## src/rtl/cpu_pkg.sv

```systemverilog
// Shared CPU types and constants: fetch FSM encoding, reset vector and the nop encoding.
package cpu_pkg;

  typedef enum logic [1:0] {
    IDLE,
    REQ,
    WAIT,
    HOLD
  } fetch_state_e;

  localparam logic [31:0] RESET_PC  = 32'hBFC0_0000;
  localparam logic [31:0] NOP_INSTR = 32'h0000_0000;

endpackage

```

## src/rtl/if_npc_mux.sv

```systemverilog
// Next-PC select for the fetch unit: flush > pending redirect > live ID redirect > pc+4.
// The live ID redirect (jr > j/jal > branch) is also exported so the top can latch it.
module if_npc_mux #(
  parameter int unsigned ADDR_W = 32
) (
  input  logic [ADDR_W-1:0] pc_i,
  input  logic              flush_i,
  input  logic [ADDR_W-1:0] flush_pc_i,
  input  logic              pend_v_i,
  input  logic [ADDR_W-1:0] pend_pc_i,
  input  logic              do_branch_i,
  input  logic [ADDR_W-1:0] branch_addr_i,
  input  logic              jump_flag_i,
  input  logic [25:0]       jump_index_i,
  input  logic [ADDR_W-1:0] id_pc4_i,
  input  logic              jr_flag_i,
  input  logic [ADDR_W-1:0] jr_target_i,
  input  logic              id_branch_stall_i,
  output logic              id_redir_v_o,
  output logic [ADDR_W-1:0] id_redir_pc_o,
  output logic [ADDR_W-1:0] next_pc_o
);

  logic [ADDR_W-1:0] jump_target;
  logic              unused_pc4_low;

  // j/jal keep the 256 MB region of the delay-slot PC
  assign jump_target    = {id_pc4_i[ADDR_W-1:28], jump_index_i, 2'b00};
  assign unused_pc4_low = ^id_pc4_i[27:0];

  always_comb begin
    id_redir_v_o  = !id_branch_stall_i && (jr_flag_i || jump_flag_i || do_branch_i);
    id_redir_pc_o = branch_addr_i;
    if (jr_flag_i) begin
      id_redir_pc_o = jr_target_i;
    end else if (jump_flag_i) begin
      id_redir_pc_o = jump_target;
    end

    next_pc_o = pc_i + ADDR_W'(4);
    if (flush_i) begin
      next_pc_o = flush_pc_i;
    end else if (pend_v_i) begin
      next_pc_o = pend_pc_i;
    end else if (id_redir_v_o) begin
      next_pc_o = id_redir_pc_o;
    end
  end

endmodule

```

## src/rtl/if_fetch_unit.sv

```systemverilog
// IF stage: owns the PC, fetches over an SRAM-like bus and holds one instruction for ID.
// Optional IF_ADEL_EN: misaligned PCs raise if_adel_o instead of issuing a bus request.
module if_fetch_unit #(
  parameter int unsigned       ADDR_W   = 32,
  parameter logic [ADDR_W-1:0] RESET_PC = ADDR_W'(32'hBFC0_0000)
) (
  input  logic              clk_i,
  input  logic              rst_i,
  input  logic              stall_i,
  input  logic              flush_i,
  input  logic [ADDR_W-1:0] flush_pc_i,
  input  logic              do_branch_i,
  input  logic [ADDR_W-1:0] branch_addr_i,
  input  logic              jump_flag_i,
  input  logic [25:0]       jump_index_i,
  input  logic [ADDR_W-1:0] id_pc4_i,
  input  logic              jr_flag_i,
  input  logic [ADDR_W-1:0] jr_target_i,
  input  logic              id_branch_stall_i,
  output logic              inst_req_o,
  output logic [ADDR_W-1:0] inst_addr_o,
  input  logic              inst_addr_ok_i,
  input  logic              inst_data_ok_i,
  input  logic [31:0]       inst_rdata_i,
  output logic [ADDR_W-1:0] if_pc_o,
  output logic [ADDR_W-1:0] if_pc4_o,
  output logic [31:0]       if_instr_o,
  output logic              if_valid_o,
  output logic              if_adel_o,
  output logic              if_stall_req_o
);

  import cpu_pkg::*;

  fetch_state_e      state_q, state_d;
  logic [ADDR_W-1:0] pc_q, pc_d;
  logic              buf_v_q, buf_v_d;
  logic [31:0]       buf_q, buf_d;
  logic              pend_v_q, pend_v_d;
  logic [ADDR_W-1:0] pend_pc_q, pend_pc_d;
  logic              kill_q, kill_d;
  logic              adel_q, adel_d;

  logic              id_redir_v;
  logic [ADDR_W-1:0] id_redir_pc;
  logic [ADDR_W-1:0] next_pc;
  logic [ADDR_W-1:0] eff_addr;
  logic              misaligned;

  if_npc_mux #(
    .ADDR_W(ADDR_W)
  ) u_npc_mux (
    .pc_i             (pc_q),
    .flush_i          (flush_i),
    .flush_pc_i       (flush_pc_i),
    .pend_v_i         (pend_v_q),
    .pend_pc_i        (pend_pc_q),
    .do_branch_i      (do_branch_i),
    .branch_addr_i    (branch_addr_i),
    .jump_flag_i      (jump_flag_i),
    .jump_index_i     (jump_index_i),
    .id_pc4_i         (id_pc4_i),
    .jr_flag_i        (jr_flag_i),
    .jr_target_i      (jr_target_i),
    .id_branch_stall_i(id_branch_stall_i),
    .id_redir_v_o     (id_redir_v),
    .id_redir_pc_o    (id_redir_pc),
    .next_pc_o        (next_pc)
  );

  // A flush in REQ retargets the request in the same cycle
  assign eff_addr = flush_i ? flush_pc_i : pc_q;

`ifdef IF_ADEL_EN
  assign misaligned = |eff_addr[1:0];
  assign if_adel_o  = adel_q;
`else
  assign misaligned = 1'b0;
  assign if_adel_o  = 1'b0;
`endif

  always_comb begin
    state_d     = state_q;
    pc_d        = pc_q;
    buf_v_d     = buf_v_q;
    buf_d       = buf_q;
    pend_v_d    = pend_v_q;
    pend_pc_d   = pend_pc_q;
    kill_d      = kill_q;
    adel_d      = adel_q;
    inst_req_o  = 1'b0;
    inst_addr_o = pc_q;

    // First redirect wins; the fetch in flight is the delay slot
    if (id_redir_v && !pend_v_q) begin
      pend_v_d  = 1'b1;
      pend_pc_d = id_redir_pc;
    end

    case (state_q)
      IDLE: begin
        state_d = REQ;
        if (flush_i) begin
          pc_d = flush_pc_i;
        end
      end
      REQ: begin
        pc_d        = eff_addr;
        inst_addr_o = eff_addr;
        if (misaligned) begin
          state_d = HOLD;
          buf_v_d = 1'b1;
          buf_d   = NOP_INSTR;
          adel_d  = 1'b1;
        end else begin
          inst_req_o = 1'b1;
          if (inst_addr_ok_i) begin
            state_d = WAIT;
          end
        end
      end
      WAIT: begin
        if (flush_i) begin
          pc_d   = flush_pc_i;
          kill_d = 1'b1;
        end
        if (inst_data_ok_i) begin
          if (kill_q || flush_i) begin
            kill_d  = 1'b0;
            state_d = REQ;
          end else begin
            buf_v_d = 1'b1;
            buf_d   = inst_rdata_i;
            state_d = HOLD;
          end
        end
      end
      HOLD: begin
        if (flush_i || !stall_i) begin
          pc_d     = next_pc;
          buf_v_d  = 1'b0;
          adel_d   = 1'b0;
          pend_v_d = 1'b0;
          state_d  = REQ;
        end
      end
      default: state_d = IDLE;
    endcase

    if (flush_i) begin
      pend_v_d = 1'b0;
    end
  end

  always_ff @(posedge clk_i or negedge rst_i) begin
    if (!rst_i) begin
      state_q   <= IDLE;
      pc_q      <= RESET_PC;
      buf_v_q   <= 1'b0;
      buf_q     <= NOP_INSTR;
      pend_v_q  <= 1'b0;
      pend_pc_q <= '0;
      kill_q    <= 1'b0;
      adel_q    <= 1'b0;
    end else begin
      state_q   <= state_d;
      pc_q      <= pc_d;
      buf_v_q   <= buf_v_d;
      buf_q     <= buf_d;
      pend_v_q  <= pend_v_d;
      pend_pc_q <= pend_pc_d;
      kill_q    <= kill_d;
      adel_q    <= adel_d;
    end
  end

  assign if_pc_o        = pc_q;
  assign if_pc4_o       = pc_q + ADDR_W'(4);
  assign if_instr_o     = buf_v_q ? buf_q : NOP_INSTR;
  assign if_valid_o     = buf_v_q;
  assign if_stall_req_o = (state_q == REQ) || (state_q == WAIT);

endmodule
```

## config.mk

```make
export PLATFORM = sky130hd
export DESIGN_NAME = if_fetch_unit
export DESIGN_NICKNAME = d
export VERILOG_FILES = /design/src/rtl/cpu_pkg.sv /design/src/rtl/if_npc_mux.sv /design/src/rtl/if_fetch_unit.sv
export SDC_FILE = /design/constraint.sdc
export NUM_CORES = 1
export LEC_CHECK = 0
export CAP_MARGIN = 20
export CORE_MARGIN = 3
export CORE_UTILIZATION = 30
export DETAILED_ROUTE_END_ITERATION = 6
export PLACE_DENSITY = 0.67
export SYNTH_ARGS = -nofsm -noshare
export SYNTH_HDL_FRONTEND = slang
export SYNTH_HIERARCHICAL = 1
export SYNTH_SLANG_ARGS = --single-unit
```

## constraint.sdc

```tcl
create_clock -name clk_i -period 2.13 [get_ports clk_i]
set_clock_uncertainty 0.1 [all_clocks]
set_input_delay 0.213 -clock clk_i [delete_from_list [all_inputs] [get_ports clk_i]]
set_output_delay 0.213 -clock clk_i [all_outputs]
set_load 0.02 [all_outputs]
```

==> summary.txt <==
Outcome
  • Status: complete, but fails checks
  • Violated checks: setup timing

Synthesis
  • Top FF cell, synth: dfrtp_1
  • Syn. warnings: 6
  • Register area share after synthesis: 34.1%
  • Asr flop ratio synth: 100%
  • Area contributors post-synth: dfrtp_1 31%, mux2_2 16%, nand2_1 6.2%
  • #FFs+latches synth: 101
  • Count leader, synth: nand2_1
  • Synth cell types: 56
  • Syn_area_per_cell: 9.31 um2
  • Area fraction of the dominant cell type after synthesis: 30.9%
  • Syn Std Cell Area: 7440 um2
  • Post-synthesis cell count: 800
  • Post-synth EDFFs: 0
  • Cell taking the most area after synthesis: dfrtp_1
  • Commonest cells in the synthesized netlist: 122 x nand2_1, 106 x mux2_2, 92 x dfrtp_1
  • Syn_nets: 1001

Timing
  • Tcrit/Tclk final: 109%
  • RSZ-0062 raised after global routing: yes
  • Fin crit period: 2.32 ns
  • Hold Vio Cnt, Final: 0
  • Max Transition Viols Final: 0
  • Slew @ Worst Pin: 0.719 ns
  • Slew headroom: 51.5%
  • Max Fclk: 431 MHz
  • Final setup viols: 22
  • Final WS setup: -0.189 ns

Placed design
  • Post-DP HPWL: 22500 um
  • PortBufs: 298
  • Dpl ws: -0.563 ns
  • RD Place Congestion: 0.913

Power and ir drop
  • Total power per unit cell area: 1030 nW/um2
  • Worst VDD drop: 0.678 mV
  • Leak: 5.46 nW
  • Overall power: 12.8 mW

CTS
  • Clock Path Buffers: 2
  • Cts bufs inserted: 9
  • CTS H-tree lvls: 3
  • Root Driver: clkbuf_16
  • Clock tree sinks: 101
  • CTS tree: done
  • Skew-Pair Late Insertion Delay: 0.36 ns
  • Clk pin slew, worst setup/hold paths: 0.07 ns

Worst setup path
  • CP startpoint kind: flop
  • Worst Setup SP: if_pc_o[3]$_DFFE_PN0P_
  • Crit Reg-Reg Startpoint: if_pc_o[22]$_DFFE_PN1P_
  • Crit path cell chain: ha_2, and3_4, and3_4, buf_4, nand4_1, xnor2_2, buf_4
  • WP data required: 1.82 ns
  • CP max-delay cell: dfrtp_1
  • Buf/Inv on CP: 2
  • Crit path max-delay family: simple AND/OR/NAND/NOR gates
  • Critical Path Max Stage Delay: 0.38 ns
  • Worst-path fanout max: 5
  • Crit path kind: flop to primary output
  • Worst setup EP type: primary output
  • Crit path DAT: 2.01 ns

Die
  • Core area: 24300 um2
  • Die X: 164 um
  • Die H: 164 um
  • Cell row count: 57
  • Initial cell density of the core: 30.6%
  • Io pins: 328
  • Die Area: 26700 um2

Drt
  • Via count: 8013
  • # DRC: 0
  • Via/cell ratio: 5.26
  • DR WL/cell: 20.2 um
  • Antenna-violating nets left: 0
  • Routed WL: 30800 um
  • DRT Pass-1 Iters: 5
  • 1st-iter DRT viols: 559

Global routing
  • First-pass GRT wire length: 45300 um
  • Pin count of the biggest net entering global routing: 40
  • All-Layer GR Usage: 21.9%
  • Initial antenna violation count: 2
  • Grt ovf: 0
  • Vias in the first global route: 7971

Final layout
  • # fillers: 2244
  • Nets@finish: 1394
  • Fin util: 51.0%
  • Multi-input gate area: 4920 um2
  • Sequential cell area: 2540 um2
  • Share of cells above drive strength 1: 34.3%
  • Synth-to-Final Area Change: 66.7%

Min path
  • Worst hold path type: input port to async pin

Run
  • Max Cap Violations: 0
[layout by cell type (no fill, tap or decap), drive strengths merged, types with 5 or more instances in the layout]
| cell type | netlist | final |
|---|---|---|
| a21oi | 21 | 21 |
| a31oi | 5 | 5 |
| dfrtp | 92 | 92 |
| nor3 | 5 | 5 |
| a2bb2oi | 5 | 5 |
| a221oi | 10 | 10 |
| nand2 | 122 | 122 |
| a22oi | 6 | 6 |
| and4 | 7 | 7 |
| ha | 5 | 5 |
| o22ai | 18 | 18 |
| and2 | 33 | 33 |
| xnor2 | 29 | 29 |
| and3 | 10 | 10 |
| nand3 | 25 | 25 |
| nand4 | 18 | 18 |
| o221ai | 10 | 10 |
| xor2 | 23 | 23 |
| dfstp | 9 | 9 |
| mux2i | 28 | 28 |
| a32oi | 33 | 33 |
| clkbuf | 35 | 12 |
| o21ai | 42 | 42 |
| a21o | 5 | 5 |
| inv | 11 | 15 |
| mux2 | 108 | 108 |
| clkdlybuf4s50 | 0 | 229 |
| nor2 | 29 | 29 |
| buf | 28 | 204 |
[kinds of logic (layout without fill, tap and decap cells)]
logic type | Yosys count | count (layout) | synth area share [%]
AOI/OAI and AO/OA | 167 | 167 | 15.4
other | 1 | 2 | 0.0504
adders and majority gates | 5 | 5 | 0.840
buffers and inverters | 75 | 473 | 4.97
DFF | 101 | 101 | 34.1
muxes | 136 | 136 | 20.1
xor gates and xnor gates | 52 | 52 | 6.12
and+or+nand+nor | 263 | 263 | 18.4
[metal layers]
layer  share of wire, %  global-route usage (%)
met5              0.042                       0
met4                3.0                    7.23
met2                 49                    39.0
met1                 38                    25.5
met3                9.3                    5.78
[cell type report]
cell class              count  area share [%]
multi-input cells         624            39.7
repair buffers            445            33.7
flip-flops and latches    101            20.5
well taps                 324            3.27
clock buffers               9            1.81
clock inverters             7           0.635
inverters                  12           0.383
diodes                      1          0.0202
[flip-flops by register name (all words and copies together) (netlist names)]
register,cells
kill_q,1
state_q,2
pend_v_q,1
pend_pc_q,32
buf_q,32
if_valid_o,1
if_pc_o,32
[final timing paths]
path / slack [ns] / depth (start not counted) / to
setup / recovery: -0.19 / 7 / if_pc4_o[28]
hold / removal: 0.23 / 2 / buf_q[30]$_DFFE_PN0P_
setup reg to reg: -0.01 / 9 / if_pc_o[25]$_DFFE_PN1P_
hold reg to reg: 0.40 / 1 / pend_pc_q[5]$_DFFE_PN0P_
max in group asynchronous: 1.04 / 3 / pend_pc_q[2]$_DFFE_PN0P_
min in group clk_i: 0.31 / 4 / kill_q$_DFFE_PN0P_
[per-stage QoR]
stage	hold slack [ns]	area [um2]	instances	setup TNS (ns)
6_report	0.230	12400	1523	-2.40
4_1_cts	0.238	11900	1504	-2.06
3_3_place_gp	0.0669	11500	1481	-16.93
5_1_grt	0.271	12400	1522	-4.74
3_5_place_dp	0.0685	11500	1481	-18.51
2_1_floorplan	-0.183	7490	800	0
[where the power goes]
part	switching [mW]	internal [mW]	total, mW	leakage [nW]
sequential	0.484	2.63	3.11	1.23
clock	0.806	0.930	1.74	0.151
combinational	4.06	3.86	7.91	4.08
[repair_timing]
action / in CTS / in global routing
hold endpoints to repair: 25 / 0
resized for setup: 293 / 94
hold buffers: 1 / 0
cloned: 2 / 1
buffers inserted: 4 / 18
pin swaps: 9 / 58
setup endpoints to repair: 83 / 69
Note: power is estimated with default switching activity, not from simulation.
